## src/rtl/snitch_shared_acc_mux_pkg.sv

```systemverilog
// Shared constants and helpers for the shared-accelerator request mux.
// Payload structs depend on module parameters, so they are declared in the module that sizes them.
package snitch_shared_acc_mux_pkg;

  localparam int unsigned AddrWidth  = 32;
  localparam int unsigned InstrWidth = 32;
  // Wide enough for the largest legal MaxOutstanding (15).
  localparam int unsigned CntWidth   = 4;

  function automatic int unsigned idx_width(input int unsigned n);
    return (n > 1) ? $clog2(n) : 1;
  endfunction

endpackage

```

## src/rtl/snitch_shared_acc_mux_rr_arb.sv

```systemverilog
// Round-robin arbiter with lock-in: a grant that is offered but not taken
// stays on the same input until the downstream accepts it.
module snitch_shared_acc_mux_rr_arb #(
  parameter int unsigned NumIn    = 2,
  parameter int unsigned IdxWidth = 1
) (
  input  logic                clk_i,
  input  logic                rst_ni,
  input  logic [NumIn-1:0]    req_i,
  input  logic                gnt_i,
  output logic [NumIn-1:0]    gnt_o,
  output logic                req_o,
  output logic [IdxWidth-1:0] idx_o
);

  logic [IdxWidth-1:0] ptr_q, ptr_d;
  logic [IdxWidth-1:0] lock_idx_q, lock_idx_d;
  logic                lock_q, lock_d;
  logic [IdxWidth-1:0] sel_idx;
  logic                sel_found;
  int unsigned         cand;

  // Search starts at ptr_q, which holds the index after the last accepted grant.
  always_comb begin
    sel_found = 1'b0;
    sel_idx   = '0;
    cand      = 0;
    for (int k = 0; k < NumIn; k++) begin
      cand = int'(ptr_q) + k;
      if (cand >= NumIn) cand = cand - NumIn;
      if (!sel_found && req_i[cand[IdxWidth-1:0]]) begin
        sel_found = 1'b1;
        sel_idx   = cand[IdxWidth-1:0];
      end
    end
  end

  always_comb begin
    if (lock_q && req_i[lock_idx_q]) begin
      req_o = 1'b1;
      idx_o = lock_idx_q;
    end else begin
      req_o = sel_found;
      idx_o = sel_idx;
    end
    for (int i = 0; i < NumIn; i++) begin
      gnt_o[i] = req_o && (idx_o == IdxWidth'(i));
    end
  end

  always_comb begin
    ptr_d      = ptr_q;
    lock_d     = lock_q;
    lock_idx_d = lock_idx_q;
    if (req_o && gnt_i) begin
      ptr_d  = (idx_o == IdxWidth'(NumIn - 1)) ? '0 : idx_o + 1'b1;
      lock_d = 1'b0;
    end else if (req_o) begin
      lock_d     = 1'b1;
      lock_idx_d = idx_o;
    end else begin
      lock_d = 1'b0;
    end
  end

  always_ff @(posedge clk_i or negedge rst_ni) begin
    if (!rst_ni) begin
      ptr_q      <= '0;
      lock_q     <= 1'b0;
      lock_idx_q <= '0;
    end else begin
      ptr_q      <= ptr_d;
      lock_q     <= lock_d;
      lock_idx_q <= lock_idx_d;
    end
  end

endmodule

```

## src/rtl/snitch_shared_acc_mux.sv

```systemverilog
// Multiplexes several core accelerator ports onto one shared unit: registered
// round-robin request path, combinational id-routed response path, per-port credit counters.
module snitch_shared_acc_mux
  import snitch_shared_acc_mux_pkg::*;
#(
  parameter int unsigned NrPorts        = 2,
  parameter int unsigned IdWidth        = 5,
  parameter int unsigned DataWidth      = 32,
  parameter int unsigned MaxOutstanding = 4
) (
  input  logic                  clk_i,
  input  logic                  rst_ni,
  input  logic [AddrWidth-1:0]  slv_qaddr_i      [NrPorts],
  input  logic [IdWidth-1:0]    slv_qid_i        [NrPorts],
  input  logic [InstrWidth-1:0] slv_qdata_op_i   [NrPorts],
  input  logic [DataWidth-1:0]  slv_qdata_arga_i [NrPorts],
  input  logic [DataWidth-1:0]  slv_qdata_argb_i [NrPorts],
  input  logic [DataWidth-1:0]  slv_qdata_argc_i [NrPorts],
  input  logic [NrPorts-1:0]    slv_qvalid_i,
  output logic [NrPorts-1:0]    slv_qready_o,
  output logic [DataWidth-1:0]  slv_pdata_o      [NrPorts],
  output logic [IdWidth-1:0]    slv_pid_o        [NrPorts],
  output logic [NrPorts-1:0]    slv_perror_o,
  output logic [NrPorts-1:0]    slv_pvalid_o,
  input  logic [NrPorts-1:0]    slv_pready_i,
  output logic [AddrWidth-1:0]  mst_qaddr_o,
  output logic [IdWidth+idx_width(NrPorts)-1:0] mst_qid_o,
  output logic [InstrWidth-1:0] mst_qdata_op_o,
  output logic [DataWidth-1:0]  mst_qdata_arga_o,
  output logic [DataWidth-1:0]  mst_qdata_argb_o,
  output logic [DataWidth-1:0]  mst_qdata_argc_o,
  output logic                  mst_qvalid_o,
  input  logic                  mst_qready_i,
  input  logic [DataWidth-1:0]  mst_pdata_i,
  input  logic [IdWidth+idx_width(NrPorts)-1:0] mst_pid_i,
  input  logic                  mst_perror_i,
  input  logic                  mst_pvalid_i,
  output logic                  mst_pready_o
);

  localparam int unsigned PortIdxWidth = idx_width(NrPorts);
  localparam int unsigned MstIdWidth   = IdWidth + PortIdxWidth;

  typedef struct packed {
    logic [AddrWidth-1:0]  addr;
    logic [MstIdWidth-1:0] id;
    logic [InstrWidth-1:0] op;
    logic [DataWidth-1:0]  arga;
    logic [DataWidth-1:0]  argb;
    logic [DataWidth-1:0]  argc;
  } mst_req_t;

  logic [NrPorts-1:0]      eligible;
  logic [NrPorts-1:0]      gnt;
  logic [NrPorts-1:0]      incr;
  logic [NrPorts-1:0]      decr;
  logic                    arb_valid;
  logic [PortIdxWidth-1:0] arb_idx;
  logic                    load;
  logic                    valid_q, valid_d;
  mst_req_t                req_q, req_d;
  logic [CntWidth-1:0]     cnt_q [NrPorts];
  logic [CntWidth-1:0]     cnt_d [NrPorts];
  logic [PortIdxWidth-1:0] rsp_port;

  assign load = !valid_q || mst_qready_i;

  snitch_shared_acc_mux_rr_arb #(
    .NumIn    (NrPorts),
    .IdxWidth (PortIdxWidth)
  ) i_arb (
    .clk_i  (clk_i),
    .rst_ni (rst_ni),
    .req_i  (eligible),
    .gnt_i  (load),
    .gnt_o  (gnt),
    .req_o  (arb_valid),
    .idx_o  (arb_idx)
  );

  always_comb begin
    valid_d = valid_q;
    req_d   = req_q;
    if (load) begin
      valid_d = arb_valid;
      if (arb_valid) begin
        req_d.addr = slv_qaddr_i[arb_idx];
        req_d.id   = {arb_idx, slv_qid_i[arb_idx]};
        req_d.op   = slv_qdata_op_i[arb_idx];
        req_d.arga = slv_qdata_arga_i[arb_idx];
        req_d.argb = slv_qdata_argb_i[arb_idx];
        req_d.argc = slv_qdata_argc_i[arb_idx];
      end
    end
  end

  always_ff @(posedge clk_i or negedge rst_ni) begin
    if (!rst_ni) begin
      valid_q <= 1'b0;
      req_q   <= '0;
    end else begin
      valid_q <= valid_d;
      req_q   <= req_d;
    end
  end

  assign mst_qvalid_o     = valid_q;
  assign mst_qaddr_o      = req_q.addr;
  assign mst_qid_o        = req_q.id;
  assign mst_qdata_op_o   = req_q.op;
  assign mst_qdata_arga_o = req_q.arga;
  assign mst_qdata_argb_o = req_q.argb;
  assign mst_qdata_argc_o = req_q.argc;

  // Port indices beyond NrPorts match no gi below, so such responses are dropped.
  assign rsp_port = mst_pid_i[MstIdWidth-1:IdWidth];

  always_comb begin
    mst_pready_o = 1'b1;
    for (int p = 0; p < NrPorts; p++) begin
      if (rsp_port == PortIdxWidth'(p)) mst_pready_o = slv_pready_i[p];
    end
  end

  for (genvar gi = 0; gi < NrPorts; gi++) begin : gen_port
    assign eligible[gi]     = slv_qvalid_i[gi] && (cnt_q[gi] < CntWidth'(MaxOutstanding));
    // Gated by rst_ni so no core sees a handshake while the mux is held in reset.
    assign slv_qready_o[gi] = gnt[gi] && load && rst_ni;
    assign slv_pvalid_o[gi] = mst_pvalid_i && (rsp_port == PortIdxWidth'(gi));
    assign slv_pdata_o[gi]  = mst_pdata_i;
    assign slv_pid_o[gi]    = mst_pid_i[IdWidth-1:0];
    assign slv_perror_o[gi] = mst_perror_i;

    assign incr[gi] = slv_qvalid_i[gi] && slv_qready_o[gi];
    assign decr[gi] = slv_pvalid_o[gi] && slv_pready_i[gi];

    always_comb begin
      cnt_d[gi] = cnt_q[gi];
      if (incr[gi] && !decr[gi] && (cnt_q[gi] < CntWidth'(MaxOutstanding))) begin
        cnt_d[gi] = cnt_q[gi] + 1'b1;
      end else if (decr[gi] && !incr[gi] && (cnt_q[gi] != '0)) begin
        cnt_d[gi] = cnt_q[gi] - 1'b1;
      end
    end

    always_ff @(posedge clk_i or negedge rst_ni) begin
      if (!rst_ni) begin
        cnt_q[gi] <= '0;
      end else begin
        cnt_q[gi] <= cnt_d[gi];
      end
    end
  end

endmodule
```

## config.mk

```make
export PLATFORM = sky130hd
export DESIGN_NAME = snitch_shared_acc_mux
export DESIGN_NICKNAME = d
export VERILOG_FILES = /design/src/rtl/snitch_shared_acc_mux_pkg.sv /design/src/rtl/snitch_shared_acc_mux_rr_arb.sv /design/src/rtl/snitch_shared_acc_mux.sv
export SDC_FILE = /design/constraint.sdc
export NUM_CORES = 1
export LEC_CHECK = 0
export CORE_AREA = 5 5 237 239
export DETAILED_ROUTE_END_ITERATION = 7
export DIE_AREA = 0 0 242 244
export GPL_TIMING_DRIVEN = 0
export SETUP_SLACK_MARGIN = 0.05
export SLEW_MARGIN = 20
export SYNTH_ARGS = -nofsm -noshare
export SYNTH_HDL_FRONTEND = slang
export SYNTH_HIERARCHICAL = 1
export SYNTH_SLANG_ARGS = --single-unit
export TNS_END_PERCENT = 10
```

## constraint.sdc

```tcl
create_clock -name clk_i -period 5.4 [get_ports clk_i]
set_clock_uncertainty 0.05 [all_clocks]
set_input_delay 0.54 -clock clk_i [delete_from_list [all_inputs] [get_ports clk_i]]
set_output_delay 0.54 -clock clk_i [all_outputs]
set_load 0.1 [all_outputs]
```

* After elaboration in Yosys (flattened, before gate mapping)
Cells that the tools add are included.
** Operators by class
- Add/sub/neg operators :: 8
- $lt $le $gt $ge :: 8
- Muxes and demuxes :: 40
- Bitwise gates (word level) :: 4
- Reduce and logical (&&, ||, !) cells :: 38
** Operators with widths (count)
- two-way mux 32 bit :: 15
- logical AND 1 bit :: 25
- two-way mux 1 bit :: 18
- two-way mux 4 bit :: 4
- two-way mux 5 bit :: 3
- adder 4 x 1 -> 4 bit, second input constant :: 2
- less-than comparator 4 x 3 -> 1 bit, second input constant :: 2
- nonzero test 4 bit :: 2
- subtractor 4 x 1 -> 4 bit, second input constant :: 2
- zero test 1 bit :: 6
- less-than comparator 1 x 2 -> 1 bit, second input constant :: 3
- greater-or-equal comparator 2 bit, second input constant :: 2
- AND reduction 2 bit :: 2
- nonzero test 2 bit :: 2
- NOT 1 bit :: 3
- adder 1 x 1 -> 2 bit, second input constant :: 1
- greater-or-equal comparator 1 x 2 -> 1 bit, second input constant :: 1
- NOT 1 -> 2 bit :: 1
- subtractor 1 bit, second input constant :: 2
- adder 1 bit, second input constant :: 1
- logical OR 1 bit :: 1
** Storage, ports and cells
- Register bits :: 178
- Input bits :: 377
- Output and inout port bits :: 248
- Logic and storage cells :: 110

* Depth between registers and ports, before layout
- Depth in word-level cells :: 19
- Depth in mapped cells :: 12
- Gate-level depth less buffers :: 10

* Cells and area by module
Netlist, hierarchy kept.
** By module, submodules not included
- snitch_shared_acc_mux :: instances 1, cells each 881, area an instance 8912.3 µm², seq. area each 4379.2 µm²
- snitch_shared_acc_mux_rr_arb :: instances 1, cells each 19, area an instance 175.2 µm², seq. area each 75.1 µm²

* Worst setup path after synthesis
Ideal clock, no wire load.
- Kind :: register to register
- Start point :: register valid_q (netlist: mst_qvalid_o)
- End point :: register cnt_q[3] (netlist name)
- Setup time :: 91 ps
- Arrival :: 2799 ps
- Data required time :: 5259 ps
- Path slack :: 2460 ps
- Cell stages (with the launch flop) :: 10
- Path buffers :: 1
- Period minus slack after synthesis :: 2940 ps
- Path through :: dfrtp_1 -> nand2b_1 -> buf_2 -> nand4_1 -> or2_2 -> ha_1 -> a21oi_1 -> nand2_1 -> or3_1 -> o221ai_1
** On the way
- Cells in the longest elaborated chain, start to end :: 9
- Elaborated cells between the ends (all ways) :: 12
- Those cells by class :: 1 x mux; 11 x reduce/logical
** RTL lines
- from (decl) :: line snitch_shared_acc_mux.sv:60 : logic valid_q, valid_d;
- from (signal assigned) :: line snitch_shared_acc_mux.sv:102 : valid_q <= valid_d;
- zero test 1 bit * :: line snitch_shared_acc_mux.sv:66 : assign load = !valid_q || mst_qready_i;
- logical OR 1 bit * :: line snitch_shared_acc_mux.sv:66
- net load :: line snitch_shared_acc_mux.sv:59 : logic load;
- logical AND 1 bit * (2 in series) :: line snitch_shared_acc_mux.sv:128 : assign slv_qready_o[gi] = gnt[gi] && load && rst_ni;
- logical AND 1 bit * :: line snitch_shared_acc_mux.sv:134 : assign incr[gi] = slv_qvalid_i[gi] && slv_qready_o[gi];
- zero test 1 bit :: line snitch_shared_acc_mux.sv:141 : end else if (decr[gi] && !incr[gi] && (cnt_q[gi] != '0)) begin
- logical AND 1 bit (2 in series) :: line snitch_shared_acc_mux.sv:141
- nonzero test 2 bit (no source line)
- to (signal, indexed assignment) :: line snitch_shared_acc_mux.sv:150 : cnt_q[gi] <= cnt_d[gi];
- to (decl) :: line snitch_shared_acc_mux.sv:62 : logic [CntWidth-1:0] cnt_q [NrPorts];
The timed path passes the listed nets; every way through them passes the cells marked *.
A chain may end at the register's enable or synchronous reset.

* Final worst setup path
- Start point :: register cnt_q[3] (netlist name)
- End point :: output slv_qready_o[1]
** On the way
- Cells in the longest elaborated chain, start to end :: 12
- Elaborated cells between the ends (all ways) :: 20
- Those cells by class :: 1 x order compare; 12 x mux; 7 x reduce/logical
** RTL lines
- less-than comparator 4 x 3 -> 1 bit * :: line snitch_shared_acc_mux.sv:126 : assign eligible[gi] = slv_qvalid_i[gi] && (cnt_q[gi] < CntWidth'(MaxOutstanding));
- logical AND 1 bit * :: line snitch_shared_acc_mux.sv:126
- net eligible[1] :: line snitch_shared_acc_mux.sv:53 : logic [NrPorts-1:0] eligible;
- two-way mux 1 bit (implied by the code) (2 in series) :: line snitch_shared_acc_mux_rr_arb.sv:31 : if (!sel_found && req_i[cand[IdxWidth-1:0]]) begin
- two-way mux 1 bit :: line snitch_shared_acc_mux_rr_arb.sv:31
- zero test 1 bit :: line snitch_shared_acc_mux_rr_arb.sv:31
- logical AND 1 bit :: line snitch_shared_acc_mux_rr_arb.sv:31
- two-way mux 1 bit :: line snitch_shared_acc_mux_rr_arb.sv:31
- two-way mux 1 bit :: line snitch_shared_acc_mux_rr_arb.sv:39 : if (lock_q && req_i[lock_idx_q]) begin
- logical AND 1 bit * :: line snitch_shared_acc_mux_rr_arb.sv:47 : gnt_o[i] = req_o && (idx_o == IdxWidth'(i));
- net gnt[1] :: line snitch_shared_acc_mux.sv:54 : logic [NrPorts-1:0] gnt;
- logical AND 1 bit * (2 in series) :: line snitch_shared_acc_mux.sv:128
- to (decl) :: line snitch_shared_acc_mux.sv:20 : output logic [NrPorts-1:0] slv_qready_o,
The timed path passes the listed nets; every way through them passes the cells marked *. The select of a mux whose other input is x is not followed.

==> flow_summary.json <==
{
  "worstMarginPinSlew_ns": 1.08,
  "die_w_um": 242,
  "drive_gt1_share_pct": 11.1,
  "grt_pass1_wl_um": 61200,
  "crit_chain": "clkbuf_1 > nor3b_1 > inv_1 > a21oi_1 > and3_1 > clkdlybuf4s50_1",
  "clk_latency_ns": 0.48,
  "clockBufferDepth": 2,
  "synth-seq-cells": 178,
  "utilization_pct": 30.7,
  "regToRegStartpoint": "cnt_q[3]",
  "gr-total-overflow": 0,
  "ir_drop_mv": 0.329,
  "syn_to_final_growth_pct": 81.2,
  "hold_buffers": 1,
  "synthCells": 900,
  "synth_cell_types": 43,
  "final.setup.worst_slack_ns": 1.70,
  "pin_count": 625,
  "dr.pass1.iters": 6,
  "p_leak_uw": 0.00644,
  "crit_fanout": 9,
  "p_per_area_nw_per_um2": 738,
  "synth_top_cell_by_area": "dfrtp_1",
  "hold_path_class": "in -> async",
  "wl_per_cell_um": 18.5,
  "post-synth-top-count-cell": "dfrtp_1",
  "antenna_found_initial": 3,
  "postCtsSetupRepairBufs": 0,
  "rows": 85,
  "cpPeakStageDelay_ns": 1.15,
  "cp_num_buf_inv": 3,
  "async_flop_share_pct": 100,
  "path_delay_family": "buffers and inverters",
  "synth.avg_cell_area_um2": 10.1,
  "slew_viol_final": 0,
  "drc_errors": 0,
  "synth_area_leaders": "dfrtp_1 (49%), mux2i_1 (19%), a21oi_1 (9.5%)",
  "synth_top_family_by_area": "multiplexers",
  "cp-end-kind": "output pin",
  "final_area_um2": 16500,
  "fmax_mhz": 271,
  "synth_seq_area_share_pct": 49.0,
  "dr.first_iter.drc_count": 298,
  "cts_resized": 0,
  "io_buffers": 586,
  "status": "completed",
  "cp.arrival_ns": 3.11,
  "synth_compound_area_share_pct": 11.3,
  "cts_tree": "yes",
  "dpl_worst_slack_ns": 1.64,
  "syn_area_um2": 9090,
  "post-route-period-util_pct": 68.5,
  "synth-xor-area-share_pct": 0.193,
  "finalSetupViolCount": 0,
  "grt_max_degree": 91,
  "worstPathRequired_ns": 4.81,
  "start_util_pct": 17.0,
  "gp_congestion": 0.828,
  "hold_slack_ns": 0.393,
  "die_area_um2": 59000,
  "via_per_inst": 4.05,
  "maxSlewHeadroom_pct": 27.6,
  "core_um2": 53600,
  "clkSinkCount": 178,
  "muxShareOfSynthArea_pct": 19.7,
  "synth_edf_count": 0,
  "worstReg2RegEnd": "cnt_q[3]",
  "worstSetupPathType": "reg -> out",
  "dp_hpwl_um": 33400,
  "final_nets": 1891,
  "wirelength_um": 41100,
  "clkTransAtPathRegs_ns": 0.07,
  "synth_nets": 1283,
  "root_buffer": "clkbuf_16",
  "rr_worst_depth": 11,
  "synthTopCellsByCount": "dfrtp_1 (178), a21oi_1 (172), mux2i_1 (170)",
  "slowest_stage": "clkdlybuf4s50_1",
  "layout_min_cycle_time_ns": 3.70,
  "rrSetupSlack_ns": 2.02,
  "die_h_um": 244,
  "h-tree-depth": 4,
  "cts_buffers": 17,
  "placed_area_um2": 15900,
  "synth-simple-area-share_pct": 9.17,
  "rsz0062_at_grt": "no",
  "grtUsageTotal_pct": 13.6,
  "grt_pass1_vias": 9769,
  "synth_ff_type": "dfrtp_1",
  "synth_top_area_share_pct": 49.0,
  "yosys_warnings": 6,
  "hold_viol_final": 0,
  "drv_cap": 0,
  "cp-start-kind": "register",
  "synth_fa_ha_area_share_pct": 0.991,
  "vias": 8988,
  "postRouteAntennaNets": 0
}
-- placed cells by master (no fill, tap or decap), drive strengths merged, types with 2 or more instances in the layout --
| cell type | count |
|---|---|
| clkbuf | 33 |
| nor2 | 168 |
| nand3 | 3 |
| buf | 126 |
| o31ai | 6 |
| a21oi | 172 |
| and3 | 3 |
| a21o | 2 |
| and2 | 3 |
| or2 | 2 |
| nand2 | 6 |
| nand2b | 3 |
| inv | 8 |
| a31oi | 3 |
| clkdlybuf4s50 | 585 |
| mux2 | 6 |
| clkinv | 7 |
| nor3 | 4 |
| fa | 2 |
| or3 | 3 |
| mux2i | 171 |
| ha | 4 |
| o22a | 2 |
| dfrtp | 178 |
| o21ai | 4 |
-- metal layers --
layer | global-route usage [%] | vias up | share of wire [%]
met1 | 15.3 | 4266 | 38
met4 | 4.57 | 2 | 2.3
met3 | 4.80 | 44 | 8.2
met2 | 24.1 | 441 | 51
li1 | - | 4235 | -
met5 | 0 | - | 0.032
-- where the power goes --
group,switching (µW),internal [µW],total (µW)
registers,385,1990,2380
clock network,602,634,1240
logic,6480,2050,8530
total,7470,4670,12100
-- cell families after synthesis --
family / Yosys count
compound gates: 195
xor+xnor: 2
fa+ha+maj: 6
buf+inv: 140
flops: 178
mux: 177
simple gates: 202
-- registers in the layout (all words and copies together) (netlist names) --
register	cells
mst_qaddr_o	32
i_arb/lock_idx_q	1
mst_qdata_op_o	32
mst_qdata_arga_o	32
mst_qid_o	6
i_arb/ptr_q	1
mst_qdata_argb_o	32
cnt_q	8
mst_qdata_argc_o	32
mst_qvalid_o	1
i_arb/lock_q	1
-- metrics by stage --
stage	total power (µW)	std cells	TNS (ns)
CTS	12300	2217	0
finish	12100	2218	0
detailed placement	11000	2184	0
floorplan	8560	900	0
global placement	10900	2182	-773.92
global route	12700	2218	0
-- how the worst max path moves through the flow --
stage | from | endpoint | cells after the start
after floorplan | mst_qvalid_o | cnt_q[3] | 9
after global placement | rst_ni | cnt_q[3] | 8
after detailed placement | slv_qvalid_i[1] | cnt_q[3] | 11
after CTS | cnt_q[3] | slv_qready_o[1] | 6
after global routing | cnt_q[3] | slv_qready_o[1] | 6
final | cnt_q[3] | slv_qready_o[1] | 6
-- area by class of cell --
class | count | area [µm²]
diodes | 1 | 2.50
plain buffers | 136 | 862
clock buffers | 20 | 467
clock inverters | 12 | 98.8
fillers | 5607 | 37100
inverters | 4 | 15.0
multi-input cells | 582 | 3760
flip-flops and latches | 178 | 4450
well taps | 696 | 871
repair buffers | 589 | 5940
-- worst reg2reg max path: cells and delay by family, from the launching register on --
family | cells | cell delay [ns]
AND/OR/NAND/NOR | 5 | 1.75
AO/OA/AOI/OAI | 3 | 0.46
flip-flops | 1 | 0.36
buffers and inverters | 2 | 0.33
adder cells (fa/ha/maj) | 1 | 0.33
Power figures use the tool's default switching activity.
